==> src/rtl/result_demux_32x3.sv <==
// 1:3 result demultiplexer: one-entry slot per consumer, valid/ready on both sides.
// Define DEMUX_STATS_EN to build per-destination delivery and drop counters.
module result_demux_32x3 #(
  parameter int WIDTH = 32,
  parameter int CNT_W = 16
) (
  input  logic             clk,
  input  logic             rst,
  input  logic             in_valid,
  output logic             in_ready,
  input  logic [1:0]       in_sel,
  input  logic [WIDTH-1:0] in_data,
  output logic [2:0]       out_valid,
  input  logic [2:0]       out_ready,
  output logic [WIDTH-1:0] out_data0,
  output logic [WIDTH-1:0] out_data1,
  output logic [WIDTH-1:0] out_data2,
  output logic             drop,
  output logic [CNT_W-1:0] cnt_out0,
  output logic [CNT_W-1:0] cnt_out1,
  output logic [CNT_W-1:0] cnt_out2,
  output logic [CNT_W-1:0] cnt_drop
);

  // Handshake: a word moves on any side exactly in a cycle where valid & ready are
  // both high at the rising edge; valid never waits on ready, and a slot's
  // out_valid/out_data hold steady until its consumer raises ready.

  logic [2:0]       full;
  logic [WIDTH-1:0] data_q [3];
  logic             accept;
  logic             accept_drop;

  // Only the addressed slot gates in_ready, so one stalled sink never blocks the others.
  always_comb begin
    in_ready = 1'b1;
    case (in_sel)
      2'd0:    in_ready = !full[0] | out_ready[0];
      2'd1:    in_ready = !full[1] | out_ready[1];
      2'd2:    in_ready = !full[2] | out_ready[2];
      default: in_ready = 1'b1;
    endcase
  end

  assign accept      = in_valid & in_ready;
  assign accept_drop = accept & (in_sel == 2'd3);

  always_ff @(posedge clk) begin
    if (rst) begin
      full <= 3'b000;
      drop <= 1'b0;
      for (int k = 0; k < 3; k++) data_q[k] <= '0;
    end else begin
      drop <= accept_drop;
      for (int k = 0; k < 3; k++) begin
        if (accept && (in_sel == 2'(k))) begin
          full[k]   <= 1'b1;
          data_q[k] <= in_data;
        end else if (out_ready[k]) begin
          full[k] <= 1'b0;
        end
      end
    end
  end

  assign out_valid = full;
  assign out_data0 = data_q[0];
  assign out_data1 = data_q[1];
  assign out_data2 = data_q[2];

`ifdef DEMUX_STATS_EN
  logic [CNT_W-1:0] cnt_q [4];

  // Counters wrap naturally at 2^CNT_W.
  always_ff @(posedge clk) begin
    if (rst) begin
      for (int k = 0; k < 4; k++) cnt_q[k] <= '0;
    end else begin
      for (int k = 0; k < 3; k++) begin
        if (full[k] && out_ready[k]) cnt_q[k] <= cnt_q[k] + CNT_W'(1);
      end
      if (accept_drop) cnt_q[3] <= cnt_q[3] + CNT_W'(1);
    end
  end

  assign cnt_out0 = cnt_q[0];
  assign cnt_out1 = cnt_q[1];
  assign cnt_out2 = cnt_q[2];
  assign cnt_drop = cnt_q[3];
`else
  assign cnt_out0 = '0;
  assign cnt_out1 = '0;
  assign cnt_out2 = '0;
  assign cnt_drop = '0;
`endif

endmodule

==> config.mk <==
export PLATFORM = sky130hd
export DESIGN_NAME = result_demux_32x3
export DESIGN_NICKNAME = d
export VERILOG_FILES = /design/src/rtl/result_demux_32x3.sv
export SDC_FILE = /design/constraint.sdc
export NUM_CORES = 1
export LEC_CHECK = 0
export CAP_MARGIN = 0
export CORE_AREA = 2 2 101 103
export CTS_CLUSTER_SIZE = 14
export DETAILED_ROUTE_END_ITERATION = 7
export DIE_AREA = 0 0 103 105
export GPL_ROUTABILITY_DRIVEN = 0
export GPL_TIMING_DRIVEN = 0
export PLACE_DENSITY = 0.83
export SLEW_MARGIN = 15
export SYNTH_ARGS = -nofsm -noshare
export SYNTH_HDL_FRONTEND = slang
export SYNTH_SLANG_ARGS = --single-unit
export TNS_END_PERCENT = 10
==> constraint.sdc <==
create_clock -name clk -period 9.2 [get_ports clk]
set_clock_uncertainty 0.05 [all_clocks]
set_input_delay 1.38 -clock clk [delete_from_list [all_inputs] [get_ports clk]]
set_output_delay 1.38 -clock clk [all_outputs]
set_load 0.005 [all_outputs]
# == Word-level counts from Yosys, hierarchy flattened ==
# Memories as Yosys holds them, arrays and structs flattened.
# Index checks and enable logic that the tools add are counted.
# totals
ff_bits,4
ramBits,96
input_bits,40
out_inout_bits,165
memories,1
# op_classes
eq_ne,3
n_mux,21
n_bitwise,8
reduce_logical,10
# memory_table
memory,words,width,read_ports,rd_clocked_by_memory_dff,wr,line_no,source
data_q,3,32,3,0,3,30,logic [WIDTH-1:0] data_q [3];
# ops
operator,count
2-to-1 mux 32 bit,3
2-to-1 mux 1 bit,17
OR 1 bit,6
nonzero test 2 bit,3
== test 2 bit (second input constant),2
logical AND 1 bit,3
zero test 1 bit,3
one-hot mux 1 bit (3 select lines),1
bitwise AND 1 bit,2
== test 2 x 1 -> 1 bit (second input constant),1
zero test 2 bit,1

# == Depth between registers and ports, before layout ==
# Gate-level depths: netlist of the first run.
# depth
depth_word,9
mapped_depth,4
depth_no_buf,3

# == Least setup slack after synthesis of the first run ==
# No wires, ideal clock.
# synth_path
path_kind,in2reg
startpoint,input in_sel[0]
endpoint,"memory data_q[0][0], enable pin"
setup_time_ns,0.428
arrival_ns,3.391
path_slack_ns,5.331
stages,2
n_path_buf,0
cell_sequence,or3b_2 > o21bai_1
# synth_lines
item,line_no,source
"start, declared",11,"input logic [1:0] in_sel,"
"end, declared",30,

# == Final worst setup path of the first run ==
# layout_path
startpoint,input out_ready[0]
endpoint,output in_ready
# layout_between
elab_chain_len,2
# layout_rtl
item,line_no,source
"start, declared",14,"input logic [2:0] out_ready,"
OR 1 bit,38,2'd0: in_ready = !full[0] | out_ready[0];
one-hot mux 1 bit (3 select lines),37,case (in_sel)
"end, declared",10,"output logic in_ready,"
# Every way passes these cells.

==> results.ini, run 1 <==
[status]
outcome = complete, no violations

[logic_synthesis]
synth.yosys.seq_area_share_pct = 72.17
library_cells_used_by_synthesis = 20
netlist_instances = 257
synth-warning-count = 0
synth_top_cell_area_share_pct = 70.22
most_frequent_cells_after_synthesis = edfxtp_1 (96), buf_4 (64), inv_1 (33)
synth.most_common_cell = edfxtp_1
synthesis_stage_register_bit_count = 100
post_synth_edffs = 96
largest_cells_by_area_after_synthesis = edfxtp_1 (70%), buf_4 (12%), nor3_2 (6.8%)
synthArstFlopShare_pct = 0
netlist.top_cell.by_area = edfxtp_1
synthFlopType = edfxtp_1
synth.cell_area_mm2 = 0.004105
postSynthAreaPerCell_um2 = 15.97

[layout]
layout.nets = 514
insertedDiodeCount = 0
post_route_cells_drive_above_1_share_pct = 25.47
synthToLayoutAreaGrowth_pct = 51.23

[pwr]
leakage_nw = 2.642
power.share.combinational_pct = 14.3
power_density_mw_per_mm2 = 155.2
p_int_mw = 0.7611
switching_power_mw = 0.2022
power.share.switching_pct = 20.99
sequentialPowerShare_pct = 55.5
vdd_ir_drop_max_mv = 0.06738
share_clk_of_total_power_pct = 30.3

[detailed_routing]
drt_pass1_iterations = 4
wire_per_inst_um = 15.32
drc = 0
drtIter0Drc = 117
antenna_left = 0
num_vias = 2544
detail_route.wirelength_um = 9377
detail_route.vias_per_cell = 4.157

[critical_path]
crit_path_start = out_ready[0]
maximum_fanout_along_the_worst_path = 10
setup.worst_path.class = input port to output port
critical_path.reg2reg.startpoint = out_valid[0]
critical_path.endpoint_type = output port
crit_arrival_ns = 3.27
regToRegSetupSlack_ns = 7.62
worstSetupEndpoint = in_ready
required_ns = 7.77
r2r-end = data_q[0][36]
worst-r2r-cell-count = 4
setup.worst_path.start_class = input port

[hold_path]
hold_path.class = flip-flop to flip-flop

[placement]
port_buffers = 140
dp_hpwl_um = 7048

[timing]
slew_violations = 0
transition_time_of_the_tightest_slew_check_pin_ns = 0.5189
period_minus_slack_ns = 4.701
timing.fmax_ghz = 0.2127
final_hold_viol_count = 0
unrepaired_setup_endpoints_after_global_routing = false
max_slew_margin_pct = 65.32
period_share_pct = 51.10
worst_hold_slack_ns = 0.5069
setup_tns_ns = 0
number_of_failing_setup_endpoints_in_the_final_timing_report = 0

[clock_network]
number_of_clock_buffers_inserted_by_tritoncts = 9
cts_max_path_buffers = 2
clock_sink_count = 100
cts_tree = built
ctsRootBufferMaster = clkbuf_8
cts.hold.buffers_added = 0
post_cts_resize_count = 0
post-cts-setup-buffer-count = 0
clk_pin_slew_ns = 0.08
ctsHtreeMaxLevel = 3
clk-insertion-delay-late_ns = 0.35

[global_route]
grt.overflow.total = 0
maximum_number_of_pins_on_one_net_before_global_route_repair = 29
grtUsageTotal_pct = 17.46
antenna_found_initial = 0
grt_pass1_vias = 2540
first_pass_grt_wire_length_um = 13900

[flow_run]
max_cap_viol_count = 0

[floorplan]
fp.dieArea_mm2 = 0.01082
fp.dieW_um = 103
placementRows = 36
pin_count = 205
die_height_um = 105
floorplan.initialDensity_pct = 42.59
fp.coreArea_mm2 = 0.009639

[cell usage in the layout, fill, tap and decap left out, drive strengths merged]
cell type / n
clkinvlp: 1
clkinv: 2
nand2b: 7
a21oi: 3
o21bai: 1
or3b: 1
dfxtp: 4
nand2: 1
bufinv: 2
nor3b: 1
nor3: 32
edfxtp: 96
nand4bb: 2
conb: 64
buf: 73
o311ai: 1
nand3b: 3
nor2b: 1
clkbuf: 11
clkdlybuf4s50: 140
inv: 33
[through the flow]
step / utilization [%] / power (mW) / cells / instance area [um2] / setup slack (ns)
after floorplan: - / 0.5976 / 320 / 4342 / 5.331
after global placement: 61.31 / 0.6737 / 593 / 5909 / 3.706
after detailed placement: 62.25 / 0.6820 / 596 / 6001 / 4.504
after CTS: 64.41 / 0.9691 / 612 / 6208 / 4.489
after global routing: 64.41 / 0.9968 / 612 / 6208 / 4.426
final: 64.41 / 0.9634 / 612 / 6208 / 4.499
[power groups by stage]
stage	sequential (mW)	combinational, mW	clock, mW
6_report	0.535	0.137	0.291
3_3_place_gp	0.545	0.128	0
2_1_floorplan	0.548	0.0493	0
5_1_grt	0.537	0.148	0.312
4_1_cts	0.535	0.137	0.297
3_5_place_dp	0.545	0.137	0
[worst min-delay path by stage]
stage | start | depth (start not counted) | to | slack, ns
2_1_floorplan | out_valid[2] | 2 | out_valid[2] | 0.45
3_3_place_gp | out_valid[1] | 2 | out_valid[1] | 0.46
3_5_place_dp | out_valid[2] | 2 | out_valid[2] | 0.50
4_1_cts | out_valid[1] | 2 | out_valid[1] | 0.51
5_1_grt | out_valid[1] | 2 | out_valid[1] | 0.53
6_report | out_valid[2] | 2 | out_valid[2] | 0.51
[routing by layer]
metal | wire [um] | GRT usage, %
met5 | 0 | 0
met4 | 238 | 7.613
met3 | 1024 | 5.284
met2 | 4788 | 30.06
met1 | 3325 | 19.65
[cell families (layout without fill, tap and decap cells)]
logic type             count (synthesis)  after routing  synth area share [%]
AOI/OAI and AO/OA                      5              5                 1.189
buffers and inverters                103            262                 15.91
DFF                                  100            100                 72.17
other                                  1             64               0.09135
and+or+nand+nor                       48             48                 10.64
[state kept, by name, indices dropped and copies added, names as in the netlist]
signal	flops
drop	1
data_q	96
out_valid	3
[worst max-delay path, cell delays in order]
cell and delay [ns]:
clkdlybuf4s50_1 0.43, nand2b_1 0.22, o311ai_4 0.45, buf_6 0.26, inv_1 0.06, clkdlybuf4s50_1 0.48
[area by class of cell]
class | count | area, um2
flip-flops and latches | 100 | 2963
multi-input cells | 117 | 742.0
inverters | 33 | 123.9
clock buffers | 11 | 131.4
repair buffers | 143 | 1476
well taps | 133 | 166.4
plain buffers | 70 | 529.3
clock inverters | 5 | 76.32
fillers | 696 | 3431
Power figures use the tool's default switching activity.
==> run 2: changes to the inputs <==
--- a/config.mk
+++ b/config.mk
@@ -6,13 +6,13 @@
 export NUM_CORES = 1
 export LEC_CHECK = 0
 export CAP_MARGIN = 0
-export CORE_AREA = 2 2 101 103
+export CORE_AREA = 2 2 110 112
 export CTS_CLUSTER_SIZE = 14
 export DETAILED_ROUTE_END_ITERATION = 7
-export DIE_AREA = 0 0 103 105
+export DIE_AREA = 0 0 112 114
 export GPL_ROUTABILITY_DRIVEN = 0
 export GPL_TIMING_DRIVEN = 0
-export PLACE_DENSITY = 0.83
+export PLACE_DENSITY = 0.74
 export SLEW_MARGIN = 15
 export SYNTH_ARGS = -nofsm -noshare
 export SYNTH_HDL_FRONTEND = slang
==> constraint.sdc (replaced) <==
create_clock -name clk -period 4.2 [get_ports clk]
set_clock_uncertainty 0.05 [all_clocks]
set_input_delay 0.63 -clock clk [delete_from_list [all_inputs] [get_ports clk]]
set_output_delay 0.63 -clock clk [all_outputs]
set_load 0.005 [all_outputs]
==> results.ini, run 2 (synthesis gave the netlist of run 1 again) <==
[floorplan]
pin_count = 205  ; unchanged
fp.dieW_um = 112  ; +8.7%
fp.coreArea_mm2 = 0.01171  ; +21%
floorplan.initialDensity_pct = 35.05  ; -7.5 points
die_height_um = 114  ; +8.6%
fp.dieArea_mm2 = 0.01277  ; +18%
placementRows = 40  ; +11%

[layout]
multi_input_comb_area_um2 = 742.0  ; unchanged
fill_cells = 978  ; +41%
fin_util_pct = 54.01  ; -10 points
final-seq-area_mm2 = 0.002963  ; unchanged
post_route_cells_drive_above_1_share_pct = 25.47  ; unchanged
layout.nets = 514  ; unchanged
synthToLayoutAreaGrowth_pct = 54.07
fin_area_mm2 = 0.006325  ; +1.9%
largest_register_ffs = 96  ; unchanged
mostFrequentLayoutCell = clkdlybuf4s50_1
regMostFlops = data_q
insertedDiodeCount = 0  ; unchanged
finalNonFillerCells = 626  ; +2.3%
layout_common_cells = clkdlybuf4s50_1 (140), edfxtp_1 (96), buf_4 (64), conb_1 (64), inv_1 (33)

[critical_path]
crit_arrival_ns = 2.46  ; -0.81 ns
required_ns = 3.52  ; -4.25 ns
worstPathCellList = clkdlybuf4s50_1, o311ai_4, buf_6, inv_1, clkdlybuf4s50_1
critical_path_buffers_and_inverters = 4  ; unchanged
crit_path_max_incr_delay_ns = 0.55  ; +0.07 ns
critical_path.endpoint_type = output port
cpMostUsedCell = clkdlybuf4s50_1
worst_path_dominant_cell_family = buffers and inverters
setup.worst_path.start_class = input port
cpMaxStageDelayCell = clkdlybuf4s50_1
maximum_fanout_along_the_worst_path = 10  ; unchanged
setup.worst_path.class = input port to output port

[detailed_routing]
drtIter0Drc = 138  ; +18%
drc = 0  ; unchanged
detail_route.wirelength_um = 8999  ; -4.0%
num_vias = 2582  ; +1.5%
drt_pass1_iterations = 4  ; unchanged
antenna_left = 0  ; unchanged
detail_route.vias_per_cell = 4.125  ; -0.78%
wire_per_inst_um = 14.38  ; -6.2%

[placement]
placed_cells_incl_taps = 610  ; +2.3%
dp_hpwl_um = 6712  ; -4.8%
port_buffers = 140  ; unchanged
total_placed_instance_area_mm2 = 0.006011  ; +0.17%
dp_worst_setup_slack_ns = 1.067  ; -3.437 ns

[timing]
worst_hold_slack_ns = 0.4926  ; -0.01434 ns
unrepaired_setup_endpoints_after_global_routing = false
setup_tns_ns = 0  ; unchanged
timing.fmax_ghz = 0.3184
period_share_pct = 74.77
slew_violations = 0  ; unchanged
transition_time_of_the_tightest_slew_check_pin_ns = 0.5833  ; +0.06445 ns
period_minus_slack_ns = 3.141
final_hold_viol_count = 0  ; unchanged
max_slew_margin_pct = 61.11  ; -4.2 points
postLayoutSetupSlackWorst_ns = 1.059  ; -3.439 ns
number_of_failing_setup_endpoints_in_the_final_timing_report = 0  ; unchanged

[pwr]
vdd_ir_drop_max_mv = 0.2007  ; +200%
report.power.total_mw = 2.332  ; +140%
leakage_nw = 2.690  ; +1.8%
power_density_mw_per_mm2 = 368.6  ; +140%

[global_route]
grt_pass1_vias = 2483  ; -2.2%
grt.overflow.total = 0  ; unchanged
grtUsageTotal_pct = 13.89  ; -3.6 points
antenna_found_initial = 0  ; unchanged
first_pass_grt_wire_length_um = 13470  ; -3.1%
maximum_number_of_pins_on_one_net_before_global_route_repair = 25  ; -14%

[clock_network]
ctsRootBufferMaster = clkbuf_16
ctsHtreeMaxLevel = 3  ; unchanged
cts_max_path_buffers = 2  ; unchanged
post-cts-setup-buffer-count = 0  ; unchanged
number_of_clock_buffers_inserted_by_tritoncts = 9  ; unchanged
clock_sink_count = 100  ; unchanged
cts_tree = built
clk_pin_slew_ns = 0.07  ; about the same
cts.hold.buffers_added = 0  ; unchanged
post_cts_resize_count = 0  ; unchanged
clk-insertion-delay-late_ns = 0.33  ; -0.02 ns

[hold_path]
hold_path.class = flip-flop to flip-flop

[flow_run]
max_cap_viol_count = 0  ; unchanged

[status]
outcome = complete, no violations

run 2: cell count changes in the layout (fill, tap and decap cells not counted), sizes merged:
cell	delta
clkinv	-1
clkinvlp	-1
inv	+2
run 2: layout make-up:
| type | instances | area share, % |
|---|---|---|
| Clock inverter | 5 | 1.286 |
| Inverter | 33 | 1.958 |
| Buffer | 70 | 8.368 |
| Timing Repair Buffer | 143 | 23.22 |
| Clock buffer | 11 | 3.680 |
| Tap cell | 147 | 2.908 |
| Multi-Input combinational cell | 117 | 11.73 |
| Sequential cell | 100 | 46.84 |
run 2: final timing paths:
kind                 from      endpoint  slack, ns  depth (start not counted)
min reg2reg  out_valid[1]  out_valid[1]       0.49                          2
min          out_valid[1]  out_valid[1]       0.49                          2
max             in_sel[0]      in_ready       1.06                          5
max reg2reg  out_valid[0]  data_q[0][4]       2.61                          4
run 2: tightest hold or removal path, stage by stage, from the launching register on:
cell and delay [ns]:
dfxtp_1 0.34, nand2b_1 0.10, a21oi_1 0.06
run 2: per-layer routing:
metal,global-route usage [%],share of wire [%]
met1,17.27,40
met2,23.52,48
met3,3.507,9.8
met4,5.366,1.8
met5,0,0
run 2: where the power goes:
| part | leakage [nW] | internal [mW] | switching (mW) | total [mW] |
|---|---|---|---|---|
| logic | 1.48 | 0.179 | 0.119 | 0.298 |
| clock network | 0.152 | 0.524 | 0.336 | 0.861 |
| registers | 1.06 | 1.16 | 0.0169 | 1.17 |
| total | 2.69 | 1.86 | 0.472 | 2.33 |
==> run 3: changes to the inputs <==
==> constraint.sdc (replaced) <==
create_clock -name clk -period 2.7 [get_ports clk]
set_clock_uncertainty 0.05 [all_clocks]
set_input_delay 0.405 -clock clk [delete_from_list [all_inputs] [get_ports clk]]
set_output_delay 0.405 -clock clk [all_outputs]
set_load 0.005 [all_outputs]
==> results.ini, run 3 (synthesis gave the netlist of run 1 again) <==
[layout]
insertedDiodeCount = 0  ; unchanged
mostFrequentLayoutCell = clkdlybuf4s50_1
finalNonFillerCells = 627  ; +0.16%
post_route_cells_drive_above_1_share_pct = 25.83  ; +0.36 points
fill_cells = 990  ; +1.2%
layout_common_cells = clkdlybuf4s50_1 (140), edfxtp_1 (96), buf_4 (65)
synthToLayoutAreaGrowth_pct = 53.67
regMostFlops = data_q
largest_register_ffs = 96  ; unchanged
fin_util_pct = 53.87  ; -0.14 points
layout.nets = 515  ; +0.19%

[timing]
transition_time_of_the_tightest_slew_check_pin_ns = 0.6178  ; +0.03445 ns
worst_hold_slack_ns = 0.4909  ; -0.001665 ns
max_slew_margin_pct = 58.70  ; -2.4 points
timing.fmax_ghz = 0.3849
unrepaired_setup_endpoints_after_global_routing = false
final_hold_viol_count = 0  ; unchanged
slew_violations = 0  ; unchanged
period_share_pct = 96.23
period_minus_slack_ns = 2.598
setup_tns_ns = 0  ; unchanged
number_of_failing_setup_endpoints_in_the_final_timing_report = 0  ; unchanged
postLayoutSetupSlackWorst_ns = 0.1018  ; -0.9577 ns

[floorplan]
floorplan.initialDensity_pct = 35.05  ; unchanged
fp.dieArea_mm2 = 0.01277  ; unchanged
fp.dieW_um = 112  ; unchanged
placementRows = 40  ; unchanged
die_height_um = 114  ; unchanged
pin_count = 205  ; unchanged
fp.coreArea_mm2 = 0.01171  ; unchanged

[detailed_routing]
detail_route.vias_per_cell = 4.014  ; -2.7%
antenna_left = 0  ; unchanged
drc = 0  ; unchanged
num_vias = 2517  ; -2.5%
detail_route.wirelength_um = 8950  ; -0.54%
wire_per_inst_um = 14.27  ; -0.70%
drtIter0Drc = 182  ; +32%
drt_pass1_iterations = 4  ; unchanged

[pwr]
power_density_mw_per_mm2 = 562.7  ; +53%
leakage_nw = 2.687  ; about the same
vdd_ir_drop_max_mv = 0.2869  ; +43%

[hold_path]
hold_path.class = flip-flop to flip-flop

[clock_network]
cts_max_path_buffers = 2  ; unchanged
clock_sink_count = 100  ; unchanged
ctsRootBufferMaster = clkbuf_16
clk_pin_slew_ns = 0.07  ; about the same
ctsHtreeMaxLevel = 3  ; unchanged
clk-insertion-delay-late_ns = 0.34  ; about the same
number_of_clock_buffers_inserted_by_tritoncts = 9  ; unchanged
cts_tree = built
post_cts_resize_count = 0  ; unchanged

[status]
outcome = complete, no violations

[critical_path]
maximum_fanout_along_the_worst_path = 10  ; unchanged
required_ns = 2.25  ; -1.27 ns
setup.worst_path.class = input port to output port
setup.worst_path.start_class = input port
crit_arrival_ns = 2.14  ; -0.32 ns
critical_path.endpoint_type = output port

[global_route]
grt_pass1_vias = 2535  ; +2.1%
maximum_number_of_pins_on_one_net_before_global_route_repair = 30  ; +20%
antenna_found_initial = 0  ; unchanged
grt.overflow.total = 0  ; unchanged
grtUsageTotal_pct = 13.99  ; +0.11 points
first_pass_grt_wire_length_um = 13610  ; +1.1%

[placement]
port_buffers = 140  ; unchanged
placed_cells_incl_taps = 610  ; unchanged
dp_worst_setup_slack_ns = 0.01409  ; -1.053 ns
dp_hpwl_um = 6613  ; -1.5%

[flow_run]
max_cap_viol_count = 0  ; unchanged

## run 3: changes by cell type in the layout (fill, tap and decap cells not counted)
cell       before  now
clkinv_2        0    2
buf_4          64   65
bufinv_16       2    1
clkinv_1        1    0
## run 3: where the power goes
group	internal, mW	switching, mW
combinational	0.279	0.187
sequential	1.80	0.0247
clock	0.722	0.539
## run 3: path summary, 6_finish.rpt
| kind | startpoint | end | slack [ns] | depth (start not counted) |
|---|---|---|---|---|
| worst max-delay path | in_sel[0] | in_ready | 0.10 | 6 |
| worst min-delay path | out_valid[1] | out_valid[1] | 0.49 | 2 |
| worst max register to register | out_valid[0] | data_q[0][11] | 1.09 | 5 |
| worst min register to register | out_valid[1] | out_valid[1] | 0.49 | 2 |
## run 3: routing by layer
metal  global-route usage, %  vias up  share of wire (%)  routed length [um]
li1                        -     1204                  -                   -
met1                   17.06     1130                 39                3521
met2                   23.47      173                 47                4249
met3                   4.623       10                 11                1024
met4                   4.959        0                1.7                 154
met5                       0        -                  0                   0
## run 3: critical path, stage by stage
cell and delay, ns:
clkdlybuf4s50_1 0.54, nand4bb_2 0.32, o311ai_4 0.14, buf_6 0.23, inv_1 0.06, clkdlybuf4s50_1 0.44
## run 3: layout make-up
| class | instances | area (um2) | share of cell area [%] |
|---|---|---|---|
| inverter | 33 | 123.9 | 1.964 |
| clock buffer | 11 | 232.7 | 3.689 |
| multi-input combinational | 117 | 742.0 | 11.76 |
| timing repair buffer | 144 | 1476 | 23.40 |
| clock inverter | 5 | 57.56 | 0.9123 |
| buffer | 70 | 529.3 | 8.390 |
| tap | 147 | 183.9 | 2.916 |
| sequential | 100 | 2963 | 46.97 |
## run 3: per-stage QoR
step | area (um2) | power, mW
after global placement | 5931 | 2.299
final | 6309 | 3.550
after CTS | 6301 | 3.577
after floorplan | 4345 | 2.036
after detailed placement | 6011 | 2.320
after global routing | 6309 | 3.700
## run 3: what timing repair did
action | CTS | global route
buffers inserted | 0 | 1
hold endpoints to repair | 0 | 0
hold buffers | 0 | 0
endpoints found under the setup margin | 0 | 1
